===== src/rtl/div_iter.sv =====
// Iterative radix-2 restoring divider: {remainder, quotient} from signed or unsigned operands.
// WIDTH+1 edges from accept to ready_o; ready_o/result_o hold while start_i stays high, annul_i aborts.
module div_iter #(
  parameter int WIDTH = 32,
  parameter int CNT_W = 6
) (
  input  logic                 clk,
  input  logic                 rst,
  input  logic                 signed_div_i,
  input  logic [WIDTH-1:0]     opdata1_i,
  input  logic [WIDTH-1:0]     opdata2_i,
  input  logic                 start_i,
  input  logic                 annul_i,
  output logic [2*WIDTH-1:0]   result_o,
  output logic                 ready_o,
  output logic                 busy_o,
  output logic                 dz_o
);

  typedef enum logic [1:0] {IDLE, DIVZERO, BUSY, DONE} state_t;

  state_t               state_q, state_d;
  logic [WIDTH-1:0]     dvd_q, dvd_d, dvs_q, dvs_d, rem_q, rem_d, quo_q, quo_d;
  logic [CNT_W-1:0]     cnt_q, cnt_d;
  logic                 qneg_q, qneg_d, rneg_q, rneg_d;
  logic [2*WIDTH-1:0]   result_q, result_d;
  logic                 ready_q, ready_d, busy_q, busy_d, dz_q, dz_d;

  logic [WIDTH:0]       diff;
  logic [WIDTH-1:0]     rem_nx, quo_nx, rem_fix, quo_fix, a_abs, b_abs;

  assign result_o = result_q;
  assign ready_o  = ready_q;
  assign busy_o   = busy_q;
  assign dz_o     = dz_q;

  always_comb begin
    // rem_q < divisor always holds, so bit WIDTH of diff is a clean borrow flag
    diff    = {rem_q, dvd_q[WIDTH-1]} - {1'b0, dvs_q};
    rem_nx  = diff[WIDTH] ? {rem_q[WIDTH-2:0], dvd_q[WIDTH-1]} : diff[WIDTH-1:0];
    quo_nx  = {quo_q[WIDTH-2:0], ~diff[WIDTH]};
    quo_fix = qneg_q ? -quo_nx : quo_nx;
    rem_fix = rneg_q ? -rem_nx : rem_nx;
    a_abs   = (signed_div_i && opdata1_i[WIDTH-1]) ? -opdata1_i : opdata1_i;
    b_abs   = (signed_div_i && opdata2_i[WIDTH-1]) ? -opdata2_i : opdata2_i;
  end

  always_comb begin
    state_d  = state_q;
    dvd_d    = dvd_q;
    dvs_d    = dvs_q;
    rem_d    = rem_q;
    quo_d    = quo_q;
    cnt_d    = cnt_q;
    qneg_d   = qneg_q;
    rneg_d   = rneg_q;
    result_d = result_q;
    ready_d  = ready_q;
    busy_d   = busy_q;
    dz_d     = dz_q;
    case (state_q)
      IDLE: begin
        if (start_i && !annul_i) begin
          if (opdata2_i == '0) begin
            state_d = DIVZERO;
          end else begin
            dvd_d   = a_abs;
            dvs_d   = b_abs;
            rem_d   = '0;
            quo_d   = '0;
            cnt_d   = '0;
            qneg_d  = signed_div_i & (opdata1_i[WIDTH-1] ^ opdata2_i[WIDTH-1]);
            rneg_d  = signed_div_i & opdata1_i[WIDTH-1];
            busy_d  = 1'b1;
            state_d = BUSY;
          end
        end
      end
      DIVZERO: begin
        result_d = '0;
        dz_d     = 1'b1;
        ready_d  = 1'b1;
        state_d  = DONE;
      end
      BUSY: begin
        rem_d = rem_nx;
        quo_d = quo_nx;
        dvd_d = {dvd_q[WIDTH-2:0], 1'b0};
        cnt_d = cnt_q + CNT_W'(1);
        if (cnt_q == CNT_W'(WIDTH - 1)) begin
          result_d = {rem_fix, quo_fix};
          ready_d  = 1'b1;
          busy_d   = 1'b0;
          state_d  = DONE;
        end
      end
      DONE: begin
        if (!start_i) begin
          result_d = '0;
          ready_d  = 1'b0;
          dz_d     = 1'b0;
          state_d  = IDLE;
        end
      end
      default: state_d = IDLE;
    endcase
    // Abort wins over completion and over a held start
    if (annul_i && state_q != IDLE) begin
      state_d  = IDLE;
      result_d = '0;
      ready_d  = 1'b0;
      busy_d   = 1'b0;
      dz_d     = 1'b0;
    end
  end

  always_ff @(posedge clk) begin
    if (rst) begin
      state_q  <= IDLE;
      dvd_q    <= '0;
      dvs_q    <= '0;
      rem_q    <= '0;
      quo_q    <= '0;
      cnt_q    <= '0;
      qneg_q   <= 1'b0;
      rneg_q   <= 1'b0;
      result_q <= '0;
      ready_q  <= 1'b0;
      busy_q   <= 1'b0;
      dz_q     <= 1'b0;
    end else begin
      state_q  <= state_d;
      dvd_q    <= dvd_d;
      dvs_q    <= dvs_d;
      rem_q    <= rem_d;
      quo_q    <= quo_d;
      cnt_q    <= cnt_d;
      qneg_q   <= qneg_d;
      rneg_q   <= rneg_d;
      result_q <= result_d;
      ready_q  <= ready_d;
      busy_q   <= busy_d;
      dz_q     <= dz_d;
    end
  end

endmodule


===== config.mk =====
export PLATFORM = sky130hd
export DESIGN_NAME = div_iter
export DESIGN_NICKNAME = d
export VERILOG_FILES = /design/src/rtl/div_iter.sv
export SDC_FILE = /design/constraint.sdc
export NUM_CORES = 1
export LEC_CHECK = 0
export ABC_AREA = 1
export CELL_PAD_IN_SITES_DETAIL_PLACEMENT = 0
export CELL_PAD_IN_SITES_GLOBAL_PLACEMENT = 2
export CORE_ASPECT_RATIO = 1.4
export CORE_MARGIN = 2
export CORE_UTILIZATION = 32
export CTS_BUF_LIST = sky130_fd_sc_hd__clkbuf_2 sky130_fd_sc_hd__clkbuf_4 sky130_fd_sc_hd__clkbuf_8
export DETAILED_ROUTE_END_ITERATION = 8
export PLACE_DENSITY_LB_ADDON = 0.25
export REMOVE_ABC_BUFFERS = 1
export SLEW_MARGIN = 20
export SYNTH_ARGS = -nofsm -noshare
export SYNTH_HDL_FRONTEND = slang
export SYNTH_SLANG_ARGS = --single-unit

===== constraint.sdc =====
create_clock -name clk -period 4.58 [get_ports clk]
set_clock_uncertainty 0.05 [all_clocks]
set_input_delay 0.916 -clock clk [delete_from_list [all_inputs] [get_ports clk]]
set_output_delay 0.916 -clock clk [all_outputs]
set_load 0.02 [all_outputs]

==> impl_results.md, run 1 <==
* Setup ws final at 0.536 ns
* Post-detail-place hpwl at 34500 um
* Async SR Flop Fraction at 0
* Part of the power in the clock network at 0.313
* Worst R2R Start: dvd_q[31]
* Top cell type by total area after synthesis: dfxtp_1
* Post-layout nets at 2404
* Number of resized instances in the post-cts repair step at 0
* Hold buffer count at cts at 0
* Post-CTS repair timing setup buffer count at 0
* Number of ports placed on the die boundary at 136
* Hold Path Cell Cnt at 2
* Wire length of the first global-routing pass at 70700 um
* Switching part of the total power at 0.409
* Multiplexer share of the synthesized area at 0
* Main flop type after synthesis: dfxtp_1
* Minimum hold slack at 0.411 ns
* Number of clock sinks seen by CTS at approximately 200
* All-Layer GR Usage at 0.202
* Compound-Gate Fraction of Synth Area at 0.169
* Register cell area after layout at 0.00408 mm^2
* Leakage power figure at 0.00739 uW
* Number of levels the H-tree was split into at 2
* Worst supply voltage drop on vdd at about 0.22 mV
* Combinational share of power at 0.387
* Initial DRC Count at ~700
* Final period demand of the worst path at 4.04 ns
* Count of pins over their slew limit at 0
* Floorplan die height at 248 um
* Max-cap viol count at 0
* Crit path to: result_o[30]
* Worst path max stage delay at 0.42 ns
* Mean cell area of the mapped netlist at 6.23 um^2
* Pre-Repair DR Iteration Count at 5
* Final count of hold timing violations at 0
* Cell seen most often among critical-path stages: nand2_1
* Count of synthesis-stage warnings from yosys at 0
* Commonest cells in the synthesized netlist: nand2_1, a21oi_1, inv_1
* Number of remaining DRC errors at 0
* Initial Util at 0.323
* Sequential cell fraction of total power at 0.300
* Final Power at 6750 uW
* Unique masters post-synth at 49
* CTS Root Cell: clkbuf_8
* Multi-input gate area at 0.00818 mm^2
* Top achievable clock speed at between 200 and 250 MHz
* Transition time at the pin with the least slew margin at 0.937 ns
* Syn Inst Count at 2179
* Non-filler cells in the finished layout at 2869
* Arithmetic-cell share of the synthesized area counting full adders, half adders and majority gates at 0.0393
* Capture point of the worst reg-to-reg path: result_o[30]
* Largest cells by area after synthesis: dfxtp_1, nand2_1, a21oi_1
* Clock-pin slew of the registers on the worst-case setup and hold paths at 0.06 ns
* CTS buffer count at 38
* Number of flip-flops and latches in the synthesized netlist at 204
* Net load switching power at 2760 uW
* Number of input and output port buffers inserted at 135
* Max stage delay cell, worst path: fa_1
* Class of the tightest hold or removal check: flip-flop to flip-flop
* Kind of start point of the critical path: flip-flop
* Total power divided by cell area at 413 mW/mm^2
* Placed Cells at between 2000 and 3000
* Syn Std Cell Area at 0.0136 mm^2
* Flop-to-flop setup slack at ~0.54 ns
* Ratio of final minimum period to clock period at 0.883
* Area of the core at 0.0420 mm^2
* Register-to-Register Path Depth at 28
* Pin count of the biggest net entering global routing at 67
* Critical Setup Path Class: flip-flop to flip-flop
* Via count normalized by instance count at 4.82
* Worst skew pair latency at 0.57 ns
* Xor and xnor area share after synthesis at 0.0555
* Critical path capture point type: flip-flop
* CP Max Fanout at 5
* Die area at 0.0441 mm^2
* Clock tree from TritonCTS: yes
* Run status: complete, no violations
* Initial antenna violation count at 1
* Worst setup path startpoint: dvd_q[31]
* Number of rows in the core area at 89
* RSZ-0062 raised after global routing: false
* Largest family of logic cells by synthesized area: simple AND/OR/NAND/NOR gates
* Share of post-route cells with drive strength above 1 at 0.0706
* Number of global-route vias before repair at 13600
* Cell Int Power at 3990 uW
* Final count of negative-setup-slack endpoints at 0
* DR vias at 13800
* Remaining number of nets flagged by the antenna check after routing at 0
* GR Overflow Total at 0
* Post-placement setup slack at approximately 0.32 ns
* Required time of the critical path at 5.02 ns
* Fill cells at 4657
* Yosys top cell area share at 0.301
* Layout-stage area growth over the synthesis result at 20.5%
* Avg WL per Cell at 15.5 um
* Number of synthesized flops with an enable pin at 0
* Die span in x at 178 um
* Weighted congestion at the end of routability-driven global placement at 0.910
* Simple-Gate Fraction of Synth Area at 0.336
* CTS max path bufs at 3
* Sequential area share after synthesis at 0.301
* Setup TNS at 0 ns
* Worst slew slack as a fraction of its limit at 0.374
* Arrival time at the worst endpoint at between 4 and 5 ns
* Wire length reported by the detailed router at 44500 um
* Dominant cell by count in the synthesized netlist: nand2_1
-- stage by stage --
stage               instance area, um^2   util
floorplan                         13200      -
global placement                  15400  0.367
detailed placement                15400  0.367
CTS                               16300  0.389
global route                      16400  0.389
finish                            16400  0.389
-- critical path: cells and delay by family (launching register included) --
kind / cells / cell delay (ns)
flops: 1 / 0.31
buf+inv: 3 / 0.19
simple gates: 17 / 2.04
fa+ha+maj: 3 / 0.70
compound gates: 5 / 0.69
-- power by group through the flow --
stage	Clock, uW	Combinational, uW	Sequential [uW]
3_3_place_gp	0	2660	2060
2_1_floorplan	0	1700	2080
4_1_cts	2180	2660	2030
3_5_place_dp	0	2650	2060
5_1_grt	2250	2950	2040
6_report	2110	2610	2020
-- routing by layer --
metal,GRT usage,up-vias,part of all wire
met3,0.0244,92,0.031
met1,0.234,6220,0.43
li1,-,7257,-
met4,0.0822,0,0.037
met2,0.372,247,0.50
met5,0,-,0
-- worst min-delay path by stage --
stage                       from            to  slack [ns]
detailed placement     dvd_q[19]     dvd_q[19]        0.40
floorplan              dvd_q[19]     dvd_q[19]        0.38
CTS                    dvd_q[19]     dvd_q[19]        0.41
global placement       dvd_q[19]     dvd_q[19]        0.40
finish              result_o[49]  result_o[49]        0.41
global route           dvd_q[18]     dvd_q[18]        0.43
-- area by class of cell --
type	instances	area share
Multi-Input combinational cell	1637	0.500
Clock inverter	6	0.00696
Tap cell	546	0.0418
Sequential cell	204	0.250
Inverter	253	0.0581
Timing Repair Buffer	159	0.0941
Antenna cell	1	0.000153
Clock buffer	63	0.0488
-- state kept, by name, summed over array words and instances (netlist names), 2 cells and up --
register,count
cnt_q,6
rem_q,32
state_q,2
dvs_q,32
result_o,64
quo_q,31
dvd_q,32
-- logic make-up (layout without fill, tap and decap cells) --
group	count (synthesis)	after routing
AO/OA/AOI/OAI	428	428
XOR/XNOR	86	86
adder cells (fa/ha/maj)	42	42
buffers and inverters	338	481
flip-flops	204	204
other	0	1
AND/OR/NAND/NOR	1081	1081
-- cell usage in the layout, fill, tap and decap left out, types with 5 or more instances in the layout --
master / n
nand2_1: 671
a21oi_1: 252
inv_1: 243
dfxtp_1: 204
nor2_1: 171
clkdlybuf4s50_1: 134
nand3_1: 107
o21ai_0: 106
clkbuf_8: 52
xor2_1: 50
ha_1: 41
xnor2_1: 36
nor3_1: 27
nand4_1: 26
nand2_2: 25
buf_4: 23
o211ai_1: 22
a31oi_1: 13
nor4_1: 11
clkbuf_4: 11
o21bai_1: 9
inv_2: 8
or2_2: 8
nor2_2: 6
nand2_4: 5
o21ai_2: 5
nand3b_1: 5
o21ai_1: 5
o31ai_1: 5
Power figures use the tool's default switching activity.
==> run 2, diff against run 1 <==
--- a/config.mk
+++ b/config.mk
@@ -8,10 +8,11 @@
 export ABC_AREA = 1
 export CELL_PAD_IN_SITES_DETAIL_PLACEMENT = 0
 export CELL_PAD_IN_SITES_GLOBAL_PLACEMENT = 2
-export CORE_ASPECT_RATIO = 1.4
+export CORE_ASPECT_RATIO = 0.8
 export CORE_MARGIN = 2
 export CORE_UTILIZATION = 32
 export CTS_BUF_LIST = sky130_fd_sc_hd__clkbuf_2 sky130_fd_sc_hd__clkbuf_4 sky130_fd_sc_hd__clkbuf_8
+export CTS_CLUSTER_DIAMETER = 30
 export DETAILED_ROUTE_END_ITERATION = 8
 export PLACE_DENSITY_LB_ADDON = 0.25
 export REMOVE_ABC_BUFFERS = 1
==> run 2 against run 1 <==
Routed wire length up 2.6%. Non-clock buffer count increased by 1. Worst setup slack better by 0.032 ns.
==> impl_results.md, run 2 (synthesized netlist as in run 1, its figures left out) <==
* Run status: complete, no violations
* Cell seen most often among critical-path stages: nand2_1
* Die span in x at roughly 230 um
* CP Max Fanout at 5
* Via count normalized by instance count at 4.86
* Wire length of the first global-routing pass at 72700 um
* Max stage delay cell, worst path: fa_2
* Count of pins over their slew limit at 0
* Number of input and output port buffers inserted at 135
* Class of the tightest hold or removal check: flip-flop to flip-flop
* Clock tree from TritonCTS: yes
* Number of remaining DRC errors at 0
* GR Overflow Total at 0
* Ratio of final minimum period to clock period at 0.876
* Hold Path Cell Cnt at 2
* Area of the core at 0.0418 mm^2
* Initial Util at 0.324
* Minimum hold slack at 0.410 ns
* Max-cap viol count at 0
* RSZ-0062 raised after global routing: false
* DR vias at 14100
* Transition time at the pin with the least slew margin at 0.727 ns
* Critical path capture point type: flip-flop
* Pre-Repair DR Iteration Count at 5
* Worst setup path startpoint: dvd_q[31]
* Worst supply voltage drop on vdd at 0.232 mV
* Flip-flop count of the largest register after layout at 64
* Top achievable clock speed at between 200 and 250 MHz
* Post-CTS repair timing setup buffer count at 0
* Total power divided by cell area at about 450 mW/mm^2
* Register cell area after layout at 0.00408 mm^2
* # diodes at 0
* Fill cells at approximately 4600
* Global-route track usage on met1 at 0.298
* Share of post-route cells with drive strength above 1 at 0.0838
* Most Crowded Layer GR: met2
* Leakage power figure at 0.00760 uW
* Critical Setup Path Class: flip-flop to flip-flop
* Hold buffer count at cts at 0
* Clock-pin slew of the registers on the worst-case setup and hold paths at 0.06 ns
* Arrival time at the worst endpoint at 4.49 ns
* Final period demand of the worst path at 4.01 ns
* Multi-input gate area at 0.00820 mm^2
* CTS max path bufs at 3
* Avg WL per Cell at between 15 and 20 um
* Final count of negative-setup-slack endpoints at 0
* Worst R2R Start: dvd_q[31]
* Kind of start point of the critical path: flip-flop
* Required time of the critical path at between 5 and 6 ns
* Met2 usage in global routing at 0.321
* Post-detail-place hpwl at 34600 um
* Floorplan die height at 188 um
* Die area at 0.0441 mm^2
* All-Layer GR Usage at 0.207
* Remaining number of nets flagged by the antenna check after routing at 0
* Weighted congestion at the end of routability-driven global placement at ~0.90
* Number of ports placed on the die boundary at between 100 and 150
* Setup TNS at 0 ns
* CTS buffer count at 53
* Worst path max stage delay at 0.37 ns
* Initial antenna violation count at 0
* Number of global-route vias before repair at roughly 13000
* Pin count of the biggest net entering global routing at 67
* Origin of the worst min-delay path: result_o[12]
* Number of levels the H-tree was split into at 2
* Wire length reported by the detailed router at 45600 um
* Number of clock sinks seen by CTS at between 200 and 250
* Final count of hold timing violations at 0
* Layout-stage area growth over the synthesis result at 23.9%
* Commonest non-fill, non-tap cell in the layout: nand2_1
* Worst slew slack as a fraction of its limit at 0.516
* CTS Root Cell: clkbuf_8
* Register-to-Register Path Depth at 28
* Commonest cells after routing, fill and taps aside: nand2_1, a21oi_1, inv_1
* Initial DRC Count at 807
* Met3 usage in global routing at 0.0344
* Post-layout nets at 2420
* Number of rows in the core area at 67
* Worst skew pair latency at 0.60 ns
-- run 2: changes by cell type in the layout (fill, tap and decap cells not counted), sizes merged --
cell	previous run	this run
clkinv	3	13
bufinv	3	11
clkbuf	63	69
clkinvlp	1	6
buf	25	26
diode	1	0
inv	252	251
-- run 2: area by class of cell --
| cell class | instances | area share |
|---|---|---|
| sequential | 204 | 0.243 |
| clock buffer | 69 | 0.0535 |
| inverter | 253 | 0.0566 |
| clock inverter | 28 | 0.0256 |
| timing repair buffer | 160 | 0.0927 |
| multi-input combinational | 1637 | 0.487 |
| tap | 552 | 0.0411 |
-- run 2: critical path: cells and delay by family (launching register included) --
| family | cells | cell delay [ns] |
|---|---|---|
| AND/OR/NAND/NOR | 17 | 2.03 |
| flip-flops | 1 | 0.31 |
| adder cells (fa/ha/maj) | 3 | 0.65 |
| buffers and inverters | 3 | 0.20 |
| AO/OA/AOI/OAI | 5 | 0.69 |
-- run 2: path summary, 6_finish.rpt --
| kind | endpoint | slack [ns] |
|---|---|---|
| setup / recovery | result_o[30] | 0.57 |
| hold / removal | result_o[12] | 0.41 |
| setup reg to reg | result_o[30] | 0.57 |
| hold reg to reg | result_o[12] | 0.41 |
-- run 2: per-stage QoR --
step / instance area, um^2 / setup WS (ns) / cells / utilization / total power [uW]
final: 16800 / 0.568 / 2903 / 0.402 / 7570
after global routing: 16800 / 0.00672 / 2903 / 0.402 / 8110
after CTS: 16800 / 0.236 / 2903 / 0.401 / 7650
after detailed placement: 15500 / 0.264 / 2806 / 0.369 / 4720
after global placement: 15400 / 0.347 / 2806 / 0.369 / 4710
after floorplan: 13200 / -5.11 / 2094 / - / 3780
-- run 2: report_power, final --
part / switching (uW) / internal [uW] / total [uW]
combinational: 1880 / 784 / 2660
clock: 974 / 1910 / 2880
sequential: 83.8 / 1940 / 2020
total: 2940 / 4630 / 7570
-- run 2: repair_timing --
item / CTS / global route
resized for setup: 0 / 7
setup endpoints to repair: 0 / 6
hold endpoints to repair: 0 / 0
-- run 2: per-layer routing --
layer,up-vias,part of all wire
li1,7296,-
met5,-,0
met3,60,0.050
met4,0,0.020
met1,6432,0.50
met2,313,0.43
